### src/rtl/uart_rx_ctrl.sv
`default_nettype none
// ============================================================================
//  Module      : uart_rx_ctrl
//  Description : UART RX frame sequencer. Detects the start edge, runs the
//                oversampling edge counter and data bit counter, enables the
//                start/data/parity/stop checkers and the deserializer in turn,
//                and merges checker errors into a one-cycle data_valid pulse.
//                Optional macro UART_RX_ERR_CNT_EN builds a saturating
//                errored-frame counter on err_cnt_o (constant 0 otherwise).
//  Revision    : 1.0 - initial release
// ============================================================================
module uart_rx_ctrl #(
    parameter int DATA_WIDTH = 8,
    parameter int PRESCALE_W = 6
) (
    input  logic                  clk_i,
    input  logic                  reset_i,
    input  logic                  rx_in_i,
    input  logic [PRESCALE_W-1:0] prescale_i,
    input  logic                  par_en_i,
    input  logic                  strt_glitch_i,
    input  logic                  par_err_i,
    input  logic                  stp_err_i,
    output logic [PRESCALE_W-1:0] edge_cnt_o,
    output logic [3:0]            bit_cnt_o,
    output logic                  dat_samp_en_o,
    output logic                  strt_chk_en_o,
    output logic                  par_chk_en_o,
    output logic                  stp_chk_en_o,
    output logic                  deser_en_o,
    output logic                  data_valid_o,
    output logic [7:0]            err_cnt_o
);

    localparam logic [2:0] S_IDLE   = 3'd0;
    localparam logic [2:0] S_START  = 3'd1;
    localparam logic [2:0] S_DATA   = 3'd2;
    localparam logic [2:0] S_PARITY = 3'd3;
    localparam logic [2:0] S_STOP   = 3'd4;

    localparam logic [3:0]            C_LAST_BIT = 4'(DATA_WIDTH - 1);
    localparam logic [PRESCALE_W-1:0] C_ONE      = PRESCALE_W'(1);

    logic [2:0]            state_q, state_d;
    logic [PRESCALE_W-1:0] edge_q, edge_d;
    logic [3:0]            bit_q, bit_d;
    logic [PRESCALE_W-1:0] presc_q, presc_d;
    logic                  par_flag_q, par_flag_d;
    logic                  dv_q, dv_d;
    logic                  bit_end;

    // Last oversample of the current bit period (never asserted in IDLE)
    assign bit_end = (state_q != S_IDLE) && (edge_q == (presc_q - C_ONE));

    // Next-state, counter and prescale-latch logic for the frame sequencer
    always_comb begin
        state_d    = state_q;
        bit_d      = bit_q;
        presc_d    = presc_q;
        par_flag_d = par_flag_q;
        dv_d       = 1'b0;
        if (state_q == S_IDLE || bit_end) begin
            edge_d = '0;
        end else begin
            edge_d = edge_q + C_ONE;
        end
        case (state_q)
            S_IDLE: begin
                if (!rx_in_i) begin
                    state_d    = S_START;
                    presc_d    = prescale_i;
                    par_flag_d = 1'b0;
                end
            end
            S_START: begin
                if (bit_end) begin
                    if (strt_glitch_i) begin
                        state_d = S_IDLE;
                    end else begin
                        state_d = S_DATA;
                        bit_d   = '0;
                    end
                end
            end
            S_DATA: begin
                if (bit_end) begin
                    if (bit_q == C_LAST_BIT) begin
                        bit_d   = '0;
                        state_d = par_en_i ? S_PARITY : S_STOP;
                    end else begin
                        bit_d = bit_q + 4'd1;
                    end
                end
            end
            S_PARITY: begin
                if (bit_end) begin
                    par_flag_d = par_err_i;
                    state_d    = S_STOP;
                end
            end
            S_STOP: begin
                if (bit_end) begin
                    dv_d = !stp_err_i && !par_flag_q;
                    // A low line on the stop bit's last sample is the next start edge
                    if (!rx_in_i) begin
                        state_d    = S_START;
                        presc_d    = prescale_i;
                        par_flag_d = 1'b0;
                    end else begin
                        state_d = S_IDLE;
                    end
                end
            end
            default: begin
                state_d = S_IDLE;
            end
        endcase
    end

    // Sequencer state registers with synchronous reset
    always_ff @(posedge clk_i) begin
        if (reset_i) begin
            state_q    <= S_IDLE;
            edge_q     <= '0;
            bit_q      <= '0;
            presc_q    <= '0;
            par_flag_q <= 1'b0;
            dv_q       <= 1'b0;
        end else begin
            state_q    <= state_d;
            edge_q     <= edge_d;
            bit_q      <= bit_d;
            presc_q    <= presc_d;
            par_flag_q <= par_flag_d;
            dv_q       <= dv_d;
        end
    end

`ifdef UART_RX_ERR_CNT_EN
    logic [7:0] err_q;
    logic       err_evt;

    assign err_evt = (state_q == S_STOP) && bit_end && (stp_err_i || par_flag_q);

    // Saturating count of frames that finished STOP with an error
    always_ff @(posedge clk_i) begin
        if (reset_i) begin
            err_q <= '0;
        end else if (err_evt && (err_q != 8'hFF)) begin
            err_q <= err_q + 8'd1;
        end
    end

    assign err_cnt_o = err_q;
`else
    assign err_cnt_o = '0;
`endif

    assign edge_cnt_o    = edge_q;
    assign bit_cnt_o     = bit_q;
    assign data_valid_o  = dv_q;
    assign strt_chk_en_o = (state_q == S_START);
    assign par_chk_en_o  = (state_q == S_PARITY);
    assign stp_chk_en_o  = (state_q == S_STOP);
    assign dat_samp_en_o = (state_q == S_START) || (state_q == S_DATA) ||
                           (state_q == S_PARITY) || (state_q == S_STOP);
    assign deser_en_o    = (state_q == S_DATA) && bit_end;

endmodule
`default_nettype wire

### config.mk
export PLATFORM = sky130hd
export DESIGN_NAME = uart_rx_ctrl
export DESIGN_NICKNAME = d
export VERILOG_FILES = /design/src/rtl/uart_rx_ctrl.sv
export SDC_FILE = /design/constraint.sdc
export NUM_CORES = 1
export LEC_CHECK = 0
export ABC_AREA = 1
export ABC_CLOCK_PERIOD_IN_PS = 2500
export CAP_MARGIN = 0
export CORE_ASPECT_RATIO = 0.6
export CORE_MARGIN = 5
export CORE_UTILIZATION = 47
export DETAILED_ROUTE_END_ITERATION = 7
export PLACE_DENSITY = 0.91
export RECOVER_POWER = 100
export SLEW_MARGIN = 15
export SYNTH_ARGS = -nofsm -noshare
export SYNTH_HDL_FRONTEND = slang
export SYNTH_SLANG_ARGS = --single-unit
### constraint.sdc
create_clock -name clk_i -period 2.5 [get_ports clk_i]
set_clock_uncertainty 0.1 [all_clocks]
set_input_delay 0.25 -clock clk_i [delete_from_list [all_inputs] [get_ports clk_i]]
set_output_delay 0.25 -clock clk_i [all_outputs]
set_load 0.03 [all_outputs]
After elaboration in Yosys (flattened, before gate mapping)
Index checks and enable logic that the tools add are counted.

Bits in registers: 21. Output and inout bits: 24.

Add/sub/neg operators: 3. Equality and inequality tests: 13. Mux-type cells: 22. Bitwise operators: 2. Reductions and logical operators: 20.

Operator list (count): 3-bit two-way mux (7); 4-bit two-way mux (4); 3-bit case mux with 5 select lines (1); 6-bit two-way mux (2); 6-bit case mux with 2 select lines (1); 2-bit inequality test, second input constant (4); 4-bit case mux with 2 select lines (1); 6-bit by 1-bit adder with 6-bit output, second input constant (1); 3-bit by 2-bit equality test with 1-bit output, second input constant (2); 6-bit equality test (1); 2-bit by 1-bit inequality test with 1-bit output, second input constant (3); 6-bit AND reduction (1); 3-bit nonzero test (2); 6-bit by 1-bit subtractor with 6-bit output, second input constant (1); 4-bit by 1-bit adder with 4-bit output, second input constant (1); 4-bit by 3-bit equality test with 1-bit output, second input constant (1); 1-bit logical OR (4); 1-bit two-way mux (4); 4-bit AND reduction (1); 2-bit nonzero test (2); 3-bit by 1-bit equality test with 1-bit output, second input constant (1); 3-bit equality test, second input constant (1); 1-bit logical AND (3); 3-bit logical NOT (1); 8 further kinds (10).

Logic depth before layout (Yosys ltp)
Gate-level depths: netlist (run 1).

Depth in word-level cells: 5. Depth in mapped cells: 15.

Least setup slack after synthesis (run 1)
OpenSTA, ideal clock, no wires.

Path type: reg2reg. Start point: register presc_q[0]. End point: register bit_q[2], in the netlist bit_cnt_o[2]. Library setup time: 0.071 ns. Arrival time: 1.732 ns. Setup slack: 0.598 ns. Cell stages (with the launch flop): 11. Clock period less this slack: 1.902 ns. Cells stage by stage: dfxtp_1 > inv_1 > ha_1 > xnor2_1 > nor2_1 > nand3_2 > nor2_4 > inv_2 > nor2_4 > o21ai_0 > a21oi_1.

Longest elaborated chain between the ends: 5. Elaborated cells between the ends (all ways): 6. Classes of those cells: add/sub (1); eq/ne (3); reduce/logical (2).

RTL lines: start, declared (line 47) `logic [PRESCALE_W-1:0] presc_q, presc_d;`; start signal, assigned (line 133) `presc_q <= presc_d;`; 6-bit by 1-bit subtractor with 6-bit output * (line 53) `assign bit_end = (state_q != S_IDLE) && (edge_q == (presc_q - C_ONE));`; 6-bit equality test * (line 53); 1-bit logical AND * (line 53); 2-bit inequality test (no line) or 2-bit by 1-bit inequality test with 1-bit output (tied branches); 4-bit AND reduction (no line) *; end signal, assigned (line 132) `bit_q <= bit_d;`; end, declared (line 46) `logic [3:0] bit_q, bit_d;`.

Every way passes the cells marked *; elsewhere a longest branch is shown, timed or not. A chain may end at the register's enable or synchronous reset.

Worst setup path after layout (run 1)
Start point: register state_q[1]. End point: output port dat_samp_en_o.

Longest elaborated chain between the ends: 4. Elaborated cells between the ends (all ways): 7. Classes of those cells: eq/ne (4); reduce/logical (3).

RTL lines: start, declared (line 44) `logic [2:0] state_q, state_d;`; start signal, assigned (line 130) `state_q <= state_d;`; 3-bit by 1-bit equality test with 1-bit output or 3-bit by 2-bit equality test with 1-bit output (tied branches) (line 165) `assign dat_samp_en_o = (state_q == S_START) || (state_q == S_DATA) ||`; 1-bit logical OR (2 in series) (line 165); 1-bit logical OR * (line 166) `(state_q == S_PARITY) || (state_q == S_STOP);`; end, declared (line 26) `output logic dat_samp_en_o,`.

Marks and branches as above.

==> results of run 1 <==
## cells in the final DEF (no fill, tap or decap), types with 2 or more instances in the layout
master / count
buf_4: 3
dfxtp_1: 21
nor2_2: 3
nor2_1: 29
nor2_4: 2
clkdlybuf4s50_1: 13
nand2_1: 55
nor3b_1: 2
dlygate4sd3_1: 14
o21ai_0: 6
ha_1: 3
xor2_1: 3
xnor2_1: 2
inv_1: 25
conb_1: 8
nor3_1: 2
clkbuf_8: 3
nand3_1: 19
a21oi_1: 13
## critical path: cells and delay by family, from the launching register on
family / cells / cell delay (ns)
buffers and inverters: 2 / 0.82
and+or+nand+nor: 3 / 0.40
DFF: 1 / 0.41
## cell usage after synthesis, types with 3 or more instances
library cell / count / area share, %
dfxtp_1: 21 / 32
nand3_1: 19 / 7.4
nor2_2: 5 / 2.4
buf_4: 8 / 4.6
ha_1: 3 / 2.9
o21ai_0: 5 / 1.9
xor2_1: 3 / 2.0
nand2_1: 53 / 15
a21oi_1: 13 / 5.0
nor2_1: 27 / 7.8
inv_1: 24 / 7.0
## flip-flops by register name, indices dropped and copies added, names as in the netlist
register / cells
bit_cnt_o: 4
state_q: 3
data_valid_o: 1
edge_cnt_o: 6
presc_q: 6
par_flag_q: 1
## per-layer routing
layer  wire length, um  vias up  global-route usage [%]  part of all wire (%)
li1                  -      677                       -                     -
met1              1440      582                    21.0                    46
met2              1290       61                    23.0                    41
met3               346        7                    6.07                    11
met4                53        0                    7.43                   1.7
met5                 0        -                       0                     0
## path summary, 6_finish.rpt
check	cells after the start	startpoint	endpoint	slack (ns)
max reg2reg	11	presc_q[0]	presc_q[0]	0.25
min reg2reg	2	presc_q[5]	presc_q[5]	0.38
min	2	presc_q[5]	presc_q[5]	0.38
max	5	state_q[1]	dat_samp_en_o	0.24
## stage by stage
stage	hold WS [ns]	utilization [%]	cells	instance area, sq um
floorplan	0.219	-	208	1320
global placement	0.369	62.1	262	1600
detailed placement	0.372	62.1	262	1600
CTS	0.383	63.8	266	1640
global route	0.420	63.1	266	1630
finish	0.381	63.1	266	1630
## power groups by stage
stage / Combinational [mW] / Clock (mW) / Sequential [mW]
finish: 0.781 / 0.228 / 0.429
floorplan: 0.574 / 0 / 0.447
global route: 0.870 / 0.248 / 0.435
global placement: 0.781 / 0 / 0.434
CTS: 0.799 / 0.236 / 0.428
detailed placement: 0.795 / 0 / 0.435
## kinds of logic after synthesis
kind of cell	Yosys count
DFF	21
adders and majority gates	3
AOI/OAI and AO/OA	19
other	1
and+or+nand+nor	117
buffers and inverters	35
xor gates and xnor gates	5
## final cells by class
| type | instances | area [sq um] | share of cell area, % |
|---|---|---|---|
| clock inverters | 1 | 5.00 | 0.308 |
| well taps | 32 | 40.0 | 2.46 |
| clock buffers | 3 | 41.3 | 2.54 |
| multi-input cells | 152 | 723 | 44.5 |
| flip-flops and latches | 21 | 420 | 25.9 |
| inverters | 26 | 97.6 | 6.00 |
| repair buffers | 31 | 298 | 18.3 |
## repair_timing
action,CTS,global route
setup endpoints to repair,1,1
pin swaps,0,0
endpoints found under the hold margin,0,0
hold buffers,0,0
buffers inserted,0,0
gates resized for setup,1,2
==> results.yml, run 1 <==
run_status:
  outcome: "finished clean"
floorplanning:
  initial_core_util_pct: 50.2
  dieWidth_um: 77.7
  core_sq_um: 2570
  ios: 37
  die-area_sq_um: 3940
  die-height_um: 50.6
  rows: 14
synthesis:
  ys_types: 25
  ys_ff_latch: 21
  synth_fa_ha_area_share_pct: 2.90
  muxShareOfSynthArea_pct: 0
  synth_edf_count: 0
  synth_compound_area_share_pct: 7.35
  synth_flop_cell: "dfxtp_1"
  synth-xor-area-share_pct: 3.38
  synth_top_family_by_area: "simple AND/OR/NAND/NOR gates"
  synthSimpleGateAreaFrac_pct: 41.1
  yosysSeqAreaShare_pct: 32.5
  synth_warnings: 0
  netlist_instances: 201
  synth_area_sq_um: 1290
  async_reset_ff_share_pct: 0
  syn_avg_cell_area_sq_um: 6.44
sta:
  maxSlewViolCount: 0
  period_share_pct: 90.3
  tns_ns: 0
  worst_pin_slew_ns: 0.627
  relSlewSlack_pct: 58.0
  rsz0062_at_grt: "no"
  fin_crit_ns: 2.26
  fmax_mhz: 443
  finalSetupViolCount: 0
  hold_viol: 0
  setup_ws_ns: 0.244
routing:
  dr_total_vias: 1327
  detail_route.wl_per_cell_um: 11.8
  drc: 0
  first_iter_violations: 93
  ant_nets: 0
  viasPerCell: 4.99
  wl_um: 3130
  firstDrtPassIters: 4
placed_design:
  dp_hpwl_um: 2540
  pre_cts_ws_ns: 0.117
  place_congestion: 0.936
  io_buffers: 28
grt:
  grt_pass1_wl_um: 5060
  antenna_found_initial: 0
  grt_overflow: 0
  grt_usage_pct: 16.0
  grt_max_degree: 13
  grt_pass1_vias: 1146
clocking:
  cts_made_buffers: 3
  cts_tree: "built"
  clock-sinks: 21
  htreeDepth: 1
  clk_path_buf_depth: 2
  insertion_delay_ns: 0.27
  clk_pin_slew_ns: 0.08
  root_buffer: "clkbuf_8"
power_and_ir_drop:
  power_mw: 1.44
  ir_drop_v: 0.000679
  p_switching_mw: 0.672
  comb_power_share_pct: 54.3
  pwr-share-seq_pct: 29.8
  p_clk_share_pct: 15.9
  p_int_mw: 0.766
  switching_share_pct: 46.7
  power_density_nw_per_um2: 885
  power.leakage_nw: 0.740
setup_path:
  crit_type: "register to output port"
  slowest_stage: "clkdlybuf4s50_1"
  crit_required_ns: 2.15
  critPathLaunchType: "register"
  path_max_fanout: 5
  critPathMaxStageDelay_ns: 0.67
  endpoint_kind: "output port"
  worstPathCellList: "nand2_1 -> nor2_1 -> inv_1 -> nand3_1 -> clkdlybuf4s50_1"
  crit_arrival_ns: 1.91
worst_hold_path:
  hold_path_class: "register to register"
final_layout:
  layout-drive-gt1-share_pct: 7.69
  diodes: 0
  area_growth_pct: 25.6
  fillerInstances: 233
  nNetsFinal: 251
run:
  maxCapViolations: 0
(Power assumes the default switching activity.)
==> run 2: changes to the inputs <==
--- a/config.mk
+++ b/config.mk
@@ -14,7 +14,7 @@
 export DETAILED_ROUTE_END_ITERATION = 7
 export PLACE_DENSITY = 0.91
 export RECOVER_POWER = 100
-export SLEW_MARGIN = 15
+export SETUP_SLACK_MARGIN = 0.4
 export SYNTH_ARGS = -nofsm -noshare
 export SYNTH_HDL_FRONTEND = slang
 export SYNTH_SLANG_ARGS = --single-unit
==> run 2 against run 1 <==
  * Register-to-register slack gained 0.06 ns
  * Via count up 1.7%
  * Cell count is 1.5% higher
  * Total power shrank 0.84%
  * Non-clock buffer count grew 4
  * Clock-buffer cell count unchanged
  * Setup slack better by 0.059 ns
  * Global-route usage stayed put
  * Critical path type unchanged
  * Cell area increased by 2.2%
  * Sequential power about the same
==> results.yml, run 2 (same netlist as run 1, synthesis figures left out) <==
run_status:
  outcome: "finished clean"
clocking:
  holdBufCountCts: 0
  cts_tree: "built"
  cts_made_buffers: 3
  htreeDepth: 1
  insertion_delay_ns: 0.27
  clk_pin_slew_ns: 0.08
  root_buffer: "clkbuf_8"
  clock-sinks: 21
  clk_path_buf_depth: 2
floorplanning:
  ios: 37
  dieWidth_um: 77.7
  die-area_sq_um: 3940
  initial_core_util_pct: 50.2
  die-height_um: 50.6
  core_sq_um: 2570
  rows: 14
setup_path:
  path_max_fanout: 3
  critPathMaxStageDelay_ns: 0.35
  crit_required_ns: 2.15
  critical-path-top-delay-family: "simple AND/OR/NAND/NOR gates"
  crit_arrival_ns: 1.85
  endpoint_kind: "output port"
  crit_type: "register to output port"
  critPathLaunchType: "register"
  slowest_stage: "dfxtp_1"
  worstPathCellList: "inv_1 -> ha_4 -> xnor2_1 -> nor2_1 -> nand3_2 -> nor2_1 -> inv_4 -> nor2_4 -> buf_6"
  worst_path_most_repeated_cell: "nor2_1"
  path_buf_inv: 3
power_and_ir_drop:
  power_mw: 1.43
  power.leakage_nw: 0.753
  power_density_nw_per_um2: 859
  ir_drop_v: 0.000652
final_layout:
  utilization_pct: 64.5
  fin_cells: 270
  area_growth_pct: 28.3
  layout-drive-gt1-share_pct: 10.5
  final_common_cell: "nand2_1"
  fillerInstances: 225
  layout_common_cells: "nand2_1, nor2_1, inv_1"
  diodes: 0
  nNetsFinal: 255
placed_design:
  io_buffers: 28
  dpl.cell_count: 262
  place_congestion: 0.936
  dp_hpwl_um: 2540
sta:
  period_share_pct: 87.9
  relSlewSlack_pct: 56.2
  fin_crit_ns: 2.20
  fmax_mhz: 455
  tns_ns: 0
  hold_viol: 0
  maxSlewViolCount: 0
  worst_pin_slew_ns: 0.655
  finalSetupViolCount: 0
  holdWs_ns: 0.379
  rsz0062_at_grt: "yes"
worst_hold_path:
  hold_path_class: "register to register"
routing:
  drc: 0
  first_iter_violations: 121
  dr_total_vias: 1349
  ant_nets: 0
  viasPerCell: 5.00
  detail_route.wl_per_cell_um: 11.9
  firstDrtPassIters: 4
  wl_um: 3210
grt:
  grt_overflow: 0
  grt_pass1_wl_um: 5060
  grt_max_degree: 13
  grt_pass1_vias: 1146
  grt_usage_pct: 16.0
  antenna_found_initial: 0
run:
  maxCapViolations: 0
==> run 2: cell types whose count changed in the layout (fill, tap and decap cells not counted), moves of 2 or more <==
cell           delta
clkbuf_1          +4
inv_1             -3
dlygate4sd2_1     +2
dlygate4sd3_1     -2
inv_2             +2
nand2_1           -2
==> run 2: final cells by class <==
class	count	area (sq um)	area share, %
Clock inverter	1	5.00	0.301
Timing Repair Buffer	35	314	18.9
Inverter	26	100	6.03
Multi-Input combinational cell	152	738	44.5
Clock buffer	3	41.3	2.49
Sequential cell	21	422	25.4
Tap cell	32	40.0	2.41
==> run 2: worst paths after layout <==
path | cells past startpoint | slack (ns) | start | endpoint
max | 9 | 0.30 | presc_q[1] | deser_en_o
min reg2reg | 2 | 0.38 | presc_q[5] | presc_q[5]
min | 2 | 0.38 | presc_q[5] | presc_q[5]
max reg2reg | 10 | 0.31 | presc_q[1] | bit_cnt_o[0]
==> run 2: repair_timing <==
item / CTS / global route
gates resized for setup: 8 / 14
buffers inserted: 0 / 4
setup endpoints to repair: 4 / 2
pin swaps: 0 / 8
==> run 2: routing by layer <==
layer	share of wire (%)	GRT usage, %
met1	45	21.0
met2	42	23.0
met3	12	6.07
met4	1.5	7.43
met5	0	0
==> run 2: through the flow <==
step	instance area, sq um	setup WS, ns
global route	1660	0.201
global placement	1600	0.156
finish	1660	0.303
floorplan	1320	0.598
CTS	1640	0.280
detailed placement	1600	0.117
==> run 2: where the power goes <==
part / leakage (nW) / total [mW] / switching (mW) / internal [mW]
combinational: 0.556 / 0.771 / 0.512 / 0.259
clock: 0.0255 / 0.226 / 0.115 / 0.111
sequential: 0.171 / 0.429 / 0.0462 / 0.383
==> run 2: worst reg2reg max path: stages (launching register included) <==
cell and delay, ns:
dfxtp_1 0.35, inv_1 0.09, ha_4 0.24, xnor2_1 0.12, nor2_1 0.11, nand3_2 0.07
nor2_1 0.27, clkbuf_1 0.16, nand3b_1 0.18, o21ai_0 0.31, nor2_1 0.08
==> run 3: changes to the inputs <==
--- a/config.mk
+++ b/config.mk
@@ -6,13 +6,13 @@
 export NUM_CORES = 1
 export LEC_CHECK = 0
 export ABC_AREA = 1
-export ABC_CLOCK_PERIOD_IN_PS = 2500
+export ABC_CLOCK_PERIOD_IN_PS = 1800
 export CAP_MARGIN = 0
 export CORE_ASPECT_RATIO = 0.6
 export CORE_MARGIN = 5
-export CORE_UTILIZATION = 47
+export CORE_UTILIZATION = 42
 export DETAILED_ROUTE_END_ITERATION = 7
-export PLACE_DENSITY = 0.91
+export PLACE_DENSITY = 0.87
 export RECOVER_POWER = 100
 export SETUP_SLACK_MARGIN = 0.4
 export SYNTH_ARGS = -nofsm -noshare
==> constraint.sdc (replaced) <==
create_clock -name clk_i -period 1.8 [get_ports clk_i]
set_clock_uncertainty 0.1 [all_clocks]
set_input_delay 0.18 -clock clk_i [delete_from_list [all_inputs] [get_ports clk_i]]
set_output_delay 0.18 -clock clk_i [all_outputs]
set_load 0.03 [all_outputs]
==> run 3 against run 2 <==
  * The run now ends with negative setup slack left
  * Routed wire length grew 34%
  * Cell count up 8.9%
  * Critical path type unchanged
  * Register-to-register slack got worse by 0.46 ns
  * Critical path depth stayed put
  * Cell area increased by 20%
==> results.yml, run 3 (same netlist as run 1, synthesis figures left out) <==
power_and_ir_drop:
  power.leakage_nw: 0.877
  ir_drop_v: 0.00106
  power_density_nw_per_um2: 1320
  power_mw: 2.63
sta:
  finalSetupViolCount: 15
  tns_ns: -1.58
  period_share_pct: 111
  rsz0062_at_grt: "yes"
  fmax_mhz: 502
  setup_ws_ns: -0.190
  maxSlewViolCount: 0
  fin_crit_ns: 1.99
  hold_viol: 0
clocking:
  cts_made_buffers: 3
  root_buffer: "clkbuf_8"
  clk_path_buf_depth: 2
  htreeDepth: 1
  insertion_delay_ns: 0.26
  clock-sinks: 21
  clk_pin_slew_ns: 0.07
  cts_tree: "built"
routing:
  drc: 0
  detail_route.wl_per_cell_um: 14.6
  firstDrtPassIters: 4
  dr_total_vias: 1466
  first_iter_violations: 65
  ant_nets: 0
  viasPerCell: 4.99
  wl_um: 4290
grt:
  grt_pass1_wl_um: 5980
  grt_pass1_vias: 1239
  grt_overflow: 0
  grt_usage_pct: 18.7
  antenna_found_initial: 0
  grt_max_degree: 13
final_layout:
  diodes: 0
  area_growth_pct: 54.1
  utilization_pct: 68.5
  nNetsFinal: 269
  final_common_cell: "nand2_1"
  layout-drive-gt1-share_pct: 34.1
  fillerInstances: 214
  fin_cells: 294
  layout_common_cells: "nand2_1, nor2_1, buf_4"
floorplanning:
  die-area_sq_um: 4330
  dieWidth_um: 81.7
  ios: 37
  die-height_um: 53.0
  initial_core_util_pct: 44.5
  core_sq_um: 2910
  rows: 15
run_status:
  violations: "negative setup slack"
  outcome: "complete, but fails checks"
placed_design:
  io_buffers: 28
  place_congestion: 0.844
  dpl.cell_count: 274
  dp_hpwl_um: 2610
worst_hold_path:
  hold_path_class: "register to register"
run:
  maxCapViolations: 0
setup_path:
  path_max_fanout: 3
  crit_type: "register to output port"
  crit_arrival_ns: 1.71
  crit_required_ns: 1.52
  critPathLaunchType: "register"
  endpoint_kind: "output port"
==> run 3: worst max-delay path, stage by stage (launching register included) <==
cell and delay (ns):
dfxtp_2 0.36, inv_4 0.05, ha_4 0.23, xnor2_2 0.13
nor2_2 0.11, nand3_2 0.10, nor2_4 0.16, inv_4 0.05
nor2_4 0.11, buf_6 0.14
==> run 3: timing repair <==
item	CTS	global route
setup endpoints to repair	37	30
gates resized for setup	61	29
pin swaps	10	17
hold buffers	0	0
buffers inserted	9	7
gates cloned	0	0
==> run 3: worst paths after layout <==
check                                 from           end  slack [ns]  depth (start not counted)
worst max-delay path            presc_q[0]    deser_en_o       -0.19                          9
worst min-delay path            presc_q[5]    presc_q[5]        0.38                          2
worst max register to register  presc_q[0]  bit_cnt_o[0]       -0.15                         10
worst min register to register  presc_q[5]    presc_q[5]        0.38                          2
==> run 3: through the flow <==
stage	cell area, sq um	setup WS, ns	hold slack (ns)
finish	1990	-0.190	0.385
global route	1990	-0.277	0.406
CTS	1870	-0.115	0.382
detailed placement	1670	-0.0124	0.369
global placement	1670	0.0442	0.368
floorplan	1370	0.0352	0.149
==> run 3: layout make-up <==
type	instances	area, sq um	area share (%)
clock buffer	4	45.0	2.26
timing repair buffer	49	425	21.3
inverter	26	110	5.52
multi-input combinational	152	923	46.3
tap	42	52.6	2.64
sequential	21	437	21.9
==> run 3: power by group <==
| group | internal, mW | total (mW) | switching, mW |
|---|---|---|---|
| Clock | 0.158 | 0.308 | 0.150 |
| Sequential | 0.549 | 0.640 | 0.0910 |
| Combinational | 0.657 | 1.68 | 1.02 |
==> run 3: per-layer routing <==
layer / GRT usage, % / up-vias / part of all wire [%]
met5: 0 / - / 0
met4: 5.52 / 0 / 2.8
met3: 4.42 / 16 / 7.3
met2: 30.9 / 59 / 48
met1: 24.1 / 674 / 42
li1: - / 717 / -
